`src/rtl/regfile_write_arbiter_pkg.sv`:
```
// Shared processor constants and types for the register-file writeback arbiter.
// Holds widths, the FIFO depth, the arbiter state encoding and the writeback entry record.
package regfile_write_arbiter_pkg;

    localparam int RF_AW         = 5;
    localparam int RF_DW         = 32;
    localparam int RF_NREG       = 32;
    localparam int WB_FIFO_DEPTH = 2;

    typedef enum logic {
        PRI0 = 1'b0,
        PRI1 = 1'b1
    } arb_state_e;

    typedef struct packed {
        logic [RF_AW-1:0] addr;
        logic [RF_DW-1:0] data;
    } wb_entry_t;

    function automatic logic [RF_NREG-1:0] addr_onehot(input logic [RF_AW-1:0] a);
        logic [RF_NREG-1:0] m;
        m    = '0;
        m[a] = 1'b1;
        return m;
    endfunction

endpackage

```
`src/rtl/regfile_write_arbiter_fifo.sv`:
```
// Small shift-register FIFO holding pending writebacks for one requester.
// The pend address mask exists only when RFARB_SCOREBOARD_EN is defined.
module regfile_wb_fifo
    import regfile_write_arbiter_pkg::*;
(
    input  logic                 clk,
    input  logic                 rst,
    input  logic                 in_valid,
    output logic                 in_ready,
    input  wb_entry_t            in_entry,
    input  logic                 pop,
    output logic                 empty,
    output wb_entry_t            head
`ifdef RFARB_SCOREBOARD_EN
    ,
    output logic [RF_NREG-1:0]   pend
`endif
);

    localparam int CW = $clog2(WB_FIFO_DEPTH + 1);

    wb_entry_t         entries [WB_FIFO_DEPTH];
    logic [CW-1:0]     count;
    logic              push;

    // Ready comes from the registered count, so a same-cycle pop never raises it.
    assign in_ready = !rst && (count != CW'(WB_FIFO_DEPTH));
    assign push     = in_valid && in_ready;
    assign empty    = (count == '0);
    assign head     = entries[0];

    always_ff @(posedge clk or posedge rst) begin
        if (rst) begin
            count <= '0;
            for (int i = 0; i < WB_FIFO_DEPTH; i++) entries[i] <= '0;
        end else begin
            if (pop) begin
                for (int i = 0; i < WB_FIFO_DEPTH - 1; i++) entries[i] <= entries[i+1];
            end
            case ({push, pop})
                2'b10: begin
                    entries[count] <= in_entry;
                    count          <= count + 1'b1;
                end
                2'b01: count <= count - 1'b1;
                2'b11: entries[count - 1'b1] <= in_entry;
                default: ;
            endcase
        end
    end

`ifdef RFARB_SCOREBOARD_EN
    always_comb begin
        pend = '0;
        for (int i = 0; i < WB_FIFO_DEPTH; i++) begin
            if (CW'(i) < count) pend = pend | addr_onehot(entries[i].addr);
        end
    end
`endif

endmodule

```
`src/rtl/regfile_write_arbiter.sv`:
```
// Round-robin arbiter merging two writeback streams into one register-file write port.
// Optional busy scoreboard compiled only when RFARB_SCOREBOARD_EN is defined.
//
// state | meaning
// PRI0  | FIFO 0 wins when both FIFOs hold entries
// PRI1  | FIFO 1 wins when both FIFOs hold entries
module regfile_write_arbiter
    import regfile_write_arbiter_pkg::*;
(
    input  logic                 clk,
    input  logic                 rst,
    input  logic                 req0_valid,
    output logic                 req0_ready,
    input  logic [RF_AW-1:0]     req0_addr,
    input  logic [RF_DW-1:0]     req0_data,
    input  logic                 req1_valid,
    output logic                 req1_ready,
    input  logic [RF_AW-1:0]     req1_addr,
    input  logic [RF_DW-1:0]     req1_data,
    output logic                 rf_rw,
    output logic [RF_AW-1:0]     rf_addr3,
    output logic [RF_DW-1:0]     rf_data3
`ifdef RFARB_SCOREBOARD_EN
    ,
    output logic [RF_NREG-1:0]   busy
`endif
);

    arb_state_e  state, state_nxt;
    logic        empty0, empty1;
    logic        gnt0, gnt1;
    wb_entry_t   head0, head1;
`ifdef RFARB_SCOREBOARD_EN
    logic [RF_NREG-1:0] pend0, pend1;
`endif

    regfile_wb_fifo u_fifo0 (
        .clk      (clk),
        .rst      (rst),
        .in_valid (req0_valid),
        .in_ready (req0_ready),
        .in_entry ({req0_addr, req0_data}),
        .pop      (gnt0),
        .empty    (empty0),
        .head     (head0)
`ifdef RFARB_SCOREBOARD_EN
        ,
        .pend     (pend0)
`endif
    );

    regfile_wb_fifo u_fifo1 (
        .clk      (clk),
        .rst      (rst),
        .in_valid (req1_valid),
        .in_ready (req1_ready),
        .in_entry ({req1_addr, req1_data}),
        .pop      (gnt1),
        .empty    (empty1),
        .head     (head1)
`ifdef RFARB_SCOREBOARD_EN
        ,
        .pend     (pend1)
`endif
    );

    always_comb begin
        gnt0      = 1'b0;
        gnt1      = 1'b0;
        state_nxt = state;
        if (!empty0 && (empty1 || state == PRI0)) gnt0 = 1'b1;
        else if (!empty1)                         gnt1 = 1'b1;
        if (gnt0)      state_nxt = PRI1;
        else if (gnt1) state_nxt = PRI0;
    end

    always_ff @(posedge clk or posedge rst) begin
        if (rst) state <= PRI0;
        else     state <= state_nxt;
    end

    // Address/data hold their last value on idle cycles; only rf_rw drops.
    always_ff @(posedge clk or posedge rst) begin
        if (rst) begin
            rf_rw    <= 1'b0;
            rf_addr3 <= '0;
            rf_data3 <= '0;
        end else begin
            rf_rw <= gnt0 || gnt1;
            if (gnt0) begin
                rf_addr3 <= head0.addr;
                rf_data3 <= head0.data;
            end else if (gnt1) begin
                rf_addr3 <= head1.addr;
                rf_data3 <= head1.data;
            end
        end
    end

`ifdef RFARB_SCOREBOARD_EN
    assign busy = pend0 | pend1 | (rf_rw ? addr_onehot(rf_addr3) : '0);
`endif

endmodule

```
`config.mk`:
```
export PLATFORM = sky130hd
export DESIGN_NAME = regfile_write_arbiter
export DESIGN_NICKNAME = d
export VERILOG_FILES = /design/src/rtl/regfile_write_arbiter_pkg.sv /design/src/rtl/regfile_write_arbiter_fifo.sv /design/src/rtl/regfile_write_arbiter.sv
export SDC_FILE = /design/constraint.sdc
export NUM_CORES = 1
export LEC_CHECK = 0
export CAP_MARGIN = 20
export CORE_MARGIN = 5
export CORE_UTILIZATION = 45
export CTS_CLUSTER_DIAMETER = 30
export DETAILED_ROUTE_END_ITERATION = 8
export HOLD_SLACK_MARGIN = 0.1
export PLACE_DENSITY = 0.69
export SKIP_LAST_GASP = 1
export SLEW_MARGIN = 20
export SYNTH_ARGS = -nofsm -noshare
export SYNTH_HDL_FRONTEND = slang
export SYNTH_SLANG_ARGS = --single-unit
```
`constraint.sdc`:
```
create_clock -name clk -period 14.69 [get_ports clk]
set_input_delay 2.938 -clock clk [delete_from_list [all_inputs] [get_ports clk]]
set_output_delay 2.938 -clock clk [all_outputs]
set_load 0.005 [all_outputs]
```
After elaboration in Yosys (flattened, before gate mapping)

Index checks and enable logic that the tools add are counted.

Output and inout port bits: 40
Register bits after elaboration: 191
Bits of input ports: 78
Logic and storage cells: 86

Add/sub/neg operators: 4
Order comparisons: 8
Reductions and logical operators: 20
Bitwise operators: 5
Equality and inequality tests: 8
Multiplexer cells: 27

Operators by type and width:

| operator                                                                      | count |
|---|---|
| 74-bit bitwise mux                                                            | 4 |
| 74-bit one-hot mux with 2 select lines                                        | 2 |
| 37-bit two-way mux                                                            | 6 |
| 37-bit demux with 1-bit select                                                | 4 |
| 32-bit two-way mux                                                            | 2 |
| 3-bit by 2-bit >= comparator with 1-bit output (second input constant)        | 4 |
| 3-bit by 1-bit less-than comparator with 1-bit output (second input constant) | 4 |
| 2-bit NOT with 3-bit output                                                   | 4 |
| 5-bit two-way mux                                                             | 2 |
| 2-bit nonzero test                                                            | 5 |
| 1-bit logical AND                                                             | 9 |
| 2-bit equality test (second input constant)                                   | 4 |
| 2-bit one-hot mux with 2 select lines                                         | 2 |
| 1-bit two-way mux                                                             | 5 |
| 2-bit by 1-bit adder with 2-bit output (second input constant)                | 2 |
| 2-bit by 1-bit equality test with 1-bit output (second input constant)        | 2 |
| 2-bit zero test                                                               | 2 |
| 2-bit inequality test (second input constant)                                 | 2 |
| 2-bit by 1-bit subtractor with 2-bit output (second input constant)           | 2 |
| 1-bit zero test                                                               | 2 |
| 1-bit logical OR                                                              | 2 |
| 1-bit NOT                                                                     | 1 |

Longest topological paths before layout

Depth in word-level cells: 8
Mapped depth: 14
Gate-level depth less buffers: 10

Cells and area by module

Synthesis repeated with hierarchy kept, for this count alone.

Cells, all modules: 1039
Area total of the unflattened synthesis: 11395.9 um^2

By module, submodules not included:

| module                     | cells an instance | area an instance (um^2) | times used |
|---|---|---|---|
| regfile_wb_fifo at u_fifo0 | 552               | 5450.2                  | 1 |
| regfile_wb_fifo at u_fifo1 | 272               | 3669.8                  | 1 |
| regfile_write_arbiter      | 215               | 2275.9                  | 1 |

Worst setup path after synthesis

OpenSTA, ideal clock, no wires.

Path type: input -> output
Start point: input rst
End point: output req0_ready
Buffers on the path: 0
Stages on the path: 1
Data arrival time: 3.064 ns
Path slack: 8.688 ns
Cell sequence: nor2_1

Longest elaborated chain between the ends: 2

Ends and longest elaborated chain:

| what                      | RTL line                         | source |
|---|---|---|
| from (decl)               | regfile_write_arbiter.sv:11      | `input logic rst,` |
| 1-bit zero test (no line) | n/a                              |  |
| 1-bit logical AND         | regfile_write_arbiter_fifo.sv:27 | `assign in_ready = !rst && (count != CW'(WB_FIFO_DEPTH));` |
| to (decl)                 | regfile_write_arbiter.sv:13      | `output logic req0_ready,` |

No other way between the ends.

Worst setup path after layout

Start point: input rst
End point: output req1_ready

Longest elaborated chain between the ends: 2

Ends and longest elaborated chain:

| what                      | RTL line                         | source |
|---|---|---|
| 1-bit zero test (no line) | n/a                              |  |
| 1-bit logical AND         | regfile_write_arbiter_fifo.sv:27 |  |
| to (decl)                 | regfile_write_arbiter.sv:17      | `output logic req1_ready,` |

No other way between the ends.

==> results.md <==
* Mapped Cells at 716
* Via count of the first global-routing pass at around 6400
* Yosys top cell area share at 56.7%
* Number of top-level design ports at 118
* Outcome: finished, final reports clean
* Die outline width at between 100 and 150 um
* Number of endpoints failing setup at the final stage at 0
* Total Die Area at approximately 0.022 mm2
* Antenna Violating Nets Remaining at 0
* Area share of fa/ha/maj cells after synthesis at under 10%
* Core Box Area at between 0.015 and 0.02 mm2
* Total power divided by cell area at roughly 210 mW/mm2
* Post-synthesis sequential element count at 191
* Cells on Worst Hold Path at 2
* Endpoint, Worst Hold: rf_data3[13]
* Startpoint Class: input pin
* Weighted congestion reported at the end of routability-driven placement at 0.808
* Post-CTS Setup Repair Bufs at 0
* Most used cells in the layout excluding fill and tap cells: 191 x sky130_fd_sc_hd__dfrtp_1, 117 x sky130_fd_sc_hd__clkdlybuf4s50_1, 113 x sky130_fd_sc_hd__mux2i_1, 113 x sky130_fd_sc_hd__nand2_1, 65 x sky130_fd_sc_hd__a22o_1
* Mapped Nets at roughly 810
* Initial antenna violation count at 1
* Final-layout setup total negative slack at 0 ps
* Filler-free cell count of the finished design at about 1100
* Sink count of the clock tree at 191
* Multiplexer share of the synthesized area at between 10% and 20%
* Cts hold-fix bufs at 0
* Static leakage at 4.66 nW
* Post-CTS Resized at 0
* Simple-Gate Fraction of Synth Area at 6.28%
* Final min period at between 7000 and 8000 ps
* Post-synthesis sequential area ratio at 56.7%
* Count of input and output buffers at about 120
* HP Class: reg -> reg
* Via count at 6018
* Worst skew pair latency at approximately 440 ps
* Cts bufs inserted at 17
* Largest net degree at the start of global routing at 120
* Max-capacitance violation count at 0
* Nature of the critical path endpoint: output port
* Arrival time at the worst endpoint at 4290 ps
* Total half-perimeter wirelength after legalization and detailed placement at between 10000 and 15000 um
* Global-route usage over all layers at 19.7%
* Worst clock skew on the final layout at roughly 18 ps
* Placed Cells at about 1000
* Max rail drop VDD at roughly 0.097 mV
* Slack of the worst reg-to-reg path at approximately 11000 ps
* Effective utilization at floorplan at 45.4%
* CTS tree: yes
* Global route total overflow at 0
* R2r startpoint: u_fifo0.count[0]
* Remaining design rule violation count at 0
* Via/cell ratio at roughly 5.7
* Worst Setup Path Type: in -> out
* Layout area overhead at 23.0%
* Transition at the pin with the smallest max-transition slack at 1090 ps
* Max clock buf depth at 2
* Required time at the endpoint of the critical path at 11750 ps
* Wirelength, routed at around 21000 um
* Post-synth design cell area at roughly 0.0084 mm2
* Mean routed wirelength per cell at roughly 20 um
* Net count, final at roughly 900
* Post-route total power at between 2 and 2.5 mW
* Average cell area after synthesis at 11.8 um2
* 1st-pass router iterations at 5
* Number of slew-limit violations in the final report at 0
* Reg-to-reg endpoint: u_fifo1.entries[5]
* Area share of xor/xnor cells in the synthesized design at less than 1%
* Synth area leader: sky130_fd_sc_hd__dfrtp_1
* Fraction of the cycle the final worst path needs at 49.2%
* Commonest non-fill, non-tap cell in the layout: sky130_fd_sc_hd__dfrtp_1
* Warnings from Yosys at 0
* Maximum clock frequency at approximately 140 MHz
* Clock transition time at the flip-flop clock pins of the worst setup and hold paths at around 70 ps
* Die height at around 150 um
* Worst relative slew slack at 26.8%
* Complex-gate fraction of the synthesized area at approximately 16%
* Ratio of cells with drive above 1 in the final layout at about 6.4%
* Buffer type at the clock tree root: sky130_fd_sc_hd__clkbuf_16
* Endpoints failing hold at 0
* Dominant combinational cell family by area after synthesis: compound AO/OA/AOI/OAI gates
* First DRT Iteration DRCs at around 360
* Cell types with the largest area share after synthesis: sky130_fd_sc_hd__dfrtp_1 57%, sky130_fd_sc_hd__mux2i_1 13%, sky130_fd_sc_hd__a22o_1 6.9%
* Worst hold margin at approximately 480 ps
* Min-delay src: u_fifo0.head[13]
* Unrepaired setup endpoints after global routing: no
* Wire length of the first global-routing pass at 34000 um
* Distinct cell type count of the synthesized netlist at 34
* Depth of the CTS H-tree at 4
* Num rows at 50
* Worst reg-to-reg path cell count at 8
* Largest fanout on the critical path at 3
[metal layers]
metal | GRT usage (%) | vias to the layer above | share of wire (%) | routed length (um)
met3 | 4.47 | 26 | 5.3 | 1110
met5 | 0 | - | 0.033 | 7
met4 | 6.82 | 2 | 1.8 | 371
met1 | 25.8 | 3067 | 45 | 9430
li1 | - | 2738 | - | -
met2 | 32.3 | 185 | 48 | 10100
[per-stage QoR]
step | cell area (um2) | setup slack (ps) | util (%)
floorplan | 8430 | 6550 | -
global placement | 9650 | 7420 | 51.9
detailed placement | 9650 | 7440 | 51.9
CTS | 10300 | 7440 | 55.5
global route | 10400 | 7410 | 55.8
finish | 10400 | 7460 | 55.8
[area by class of cell]
class	instances	area (um2)
inverter	14	60.1
antenna	1	2.50
timing repair buffer	125	1270
clock buffer	19	453
multi-input combinational	463	3300
tap	234	293
fill	1554	8220
sequential	191	4780
clock inverter	12	204
[flip-flops by register name (all words and copies together), names as in the netlist]
signal / cells
u_fifo1.entries: 37
u_fifo1.head: 37
u_fifo0.head: 37
rf_addr3: 5
u_fifo0.count: 2
u_fifo1.count: 2
state: 1
rf_rw: 1
rf_data3: 32
u_fifo0.entries: 37
[critical path: stages]
cell,delay (ps)
sky130_fd_sc_hd__clkdlybuf4s50_1,560
sky130_fd_sc_hd__nor2_1,250
sky130_fd_sc_hd__clkdlybuf4s50_1,550
[worst max-delay path by stage]
| stage | start | endpoint | slack, ps | cells after the start |
|---|---|---|---|---|
| after CTS | rst | req1_ready | 7440 | 3 |
| after global routing | rst | req1_ready | 7410 | 3 |
| after global placement | rst | req1_ready | 7420 | 3 |
| after detailed placement | rst | req1_ready | 7440 | 3 |
| final | rst | req1_ready | 7460 | 3 |
| after floorplan | rst | rf_addr3[0] | 6550 | 1 |
[cells by family after synthesis]
family                   after synthesis
AO/OA/AOI/OAI                        200
flip-flops                           191
AND/OR/NAND/NOR                      128
multiplexers                         113
buffers and inverters                 62
adder cells (fa/ha/maj)               18
XOR/XNOR                               4
[cells in the mapped netlist]
cell type and number:
sky130_fd_sc_hd__and2_1 2, sky130_fd_sc_hd__clkbuf_1 8, sky130_fd_sc_hd__a22oi_2 1, sky130_fd_sc_hd__o21ai_0 47, sky130_fd_sc_hd__xor2_1 2, sky130_fd_sc_hd__dfrtp_1 191
sky130_fd_sc_hd__inv_1 13, sky130_fd_sc_hd__a21oi_2 1, sky130_fd_sc_hd__nand2_1 113, sky130_fd_sc_hd__or2_1 1, sky130_fd_sc_hd__nor2_2 2, sky130_fd_sc_hd__nor2_4 1
sky130_fd_sc_hd__mux2i_1 113, sky130_fd_sc_hd__a31oi_1 1, sky130_fd_sc_hd__a32oi_1 1, sky130_fd_sc_hd__nor2b_4 1, sky130_fd_sc_hd__clkbuf_2 1, sky130_fd_sc_hd__inv_2 1
sky130_fd_sc_hd__nand3_4 1, sky130_fd_sc_hd__a21o_1 1, sky130_fd_sc_hd__buf_6 13, sky130_fd_sc_hd__buf_2 23, sky130_fd_sc_hd__a32o_1 9, sky130_fd_sc_hd__xnor2_1 2
sky130_fd_sc_hd__buf_4 3, sky130_fd_sc_hd__nor2_1 5, sky130_fd_sc_hd__nand2b_1 2, sky130_fd_sc_hd__o21ai_1 56, sky130_fd_sc_hd__ha_1 18, sky130_fd_sc_hd__o21bai_4 2
sky130_fd_sc_hd__a21oi_1 4, sky130_fd_sc_hd__o21ai_2 1, sky130_fd_sc_hd__a22o_1 66, sky130_fd_sc_hd__o22ai_1 10
[report_power, final]
| group | internal [mW] | switching, mW |
|---|---|---|
| clock network | 0.312 | 0.200 |
| registers | 0.708 | 0.117 |
| logic | 0.390 | 0.448 |
| total | 1.41 | 0.765 |
Note: power is estimated with default switching activity, not from simulation.
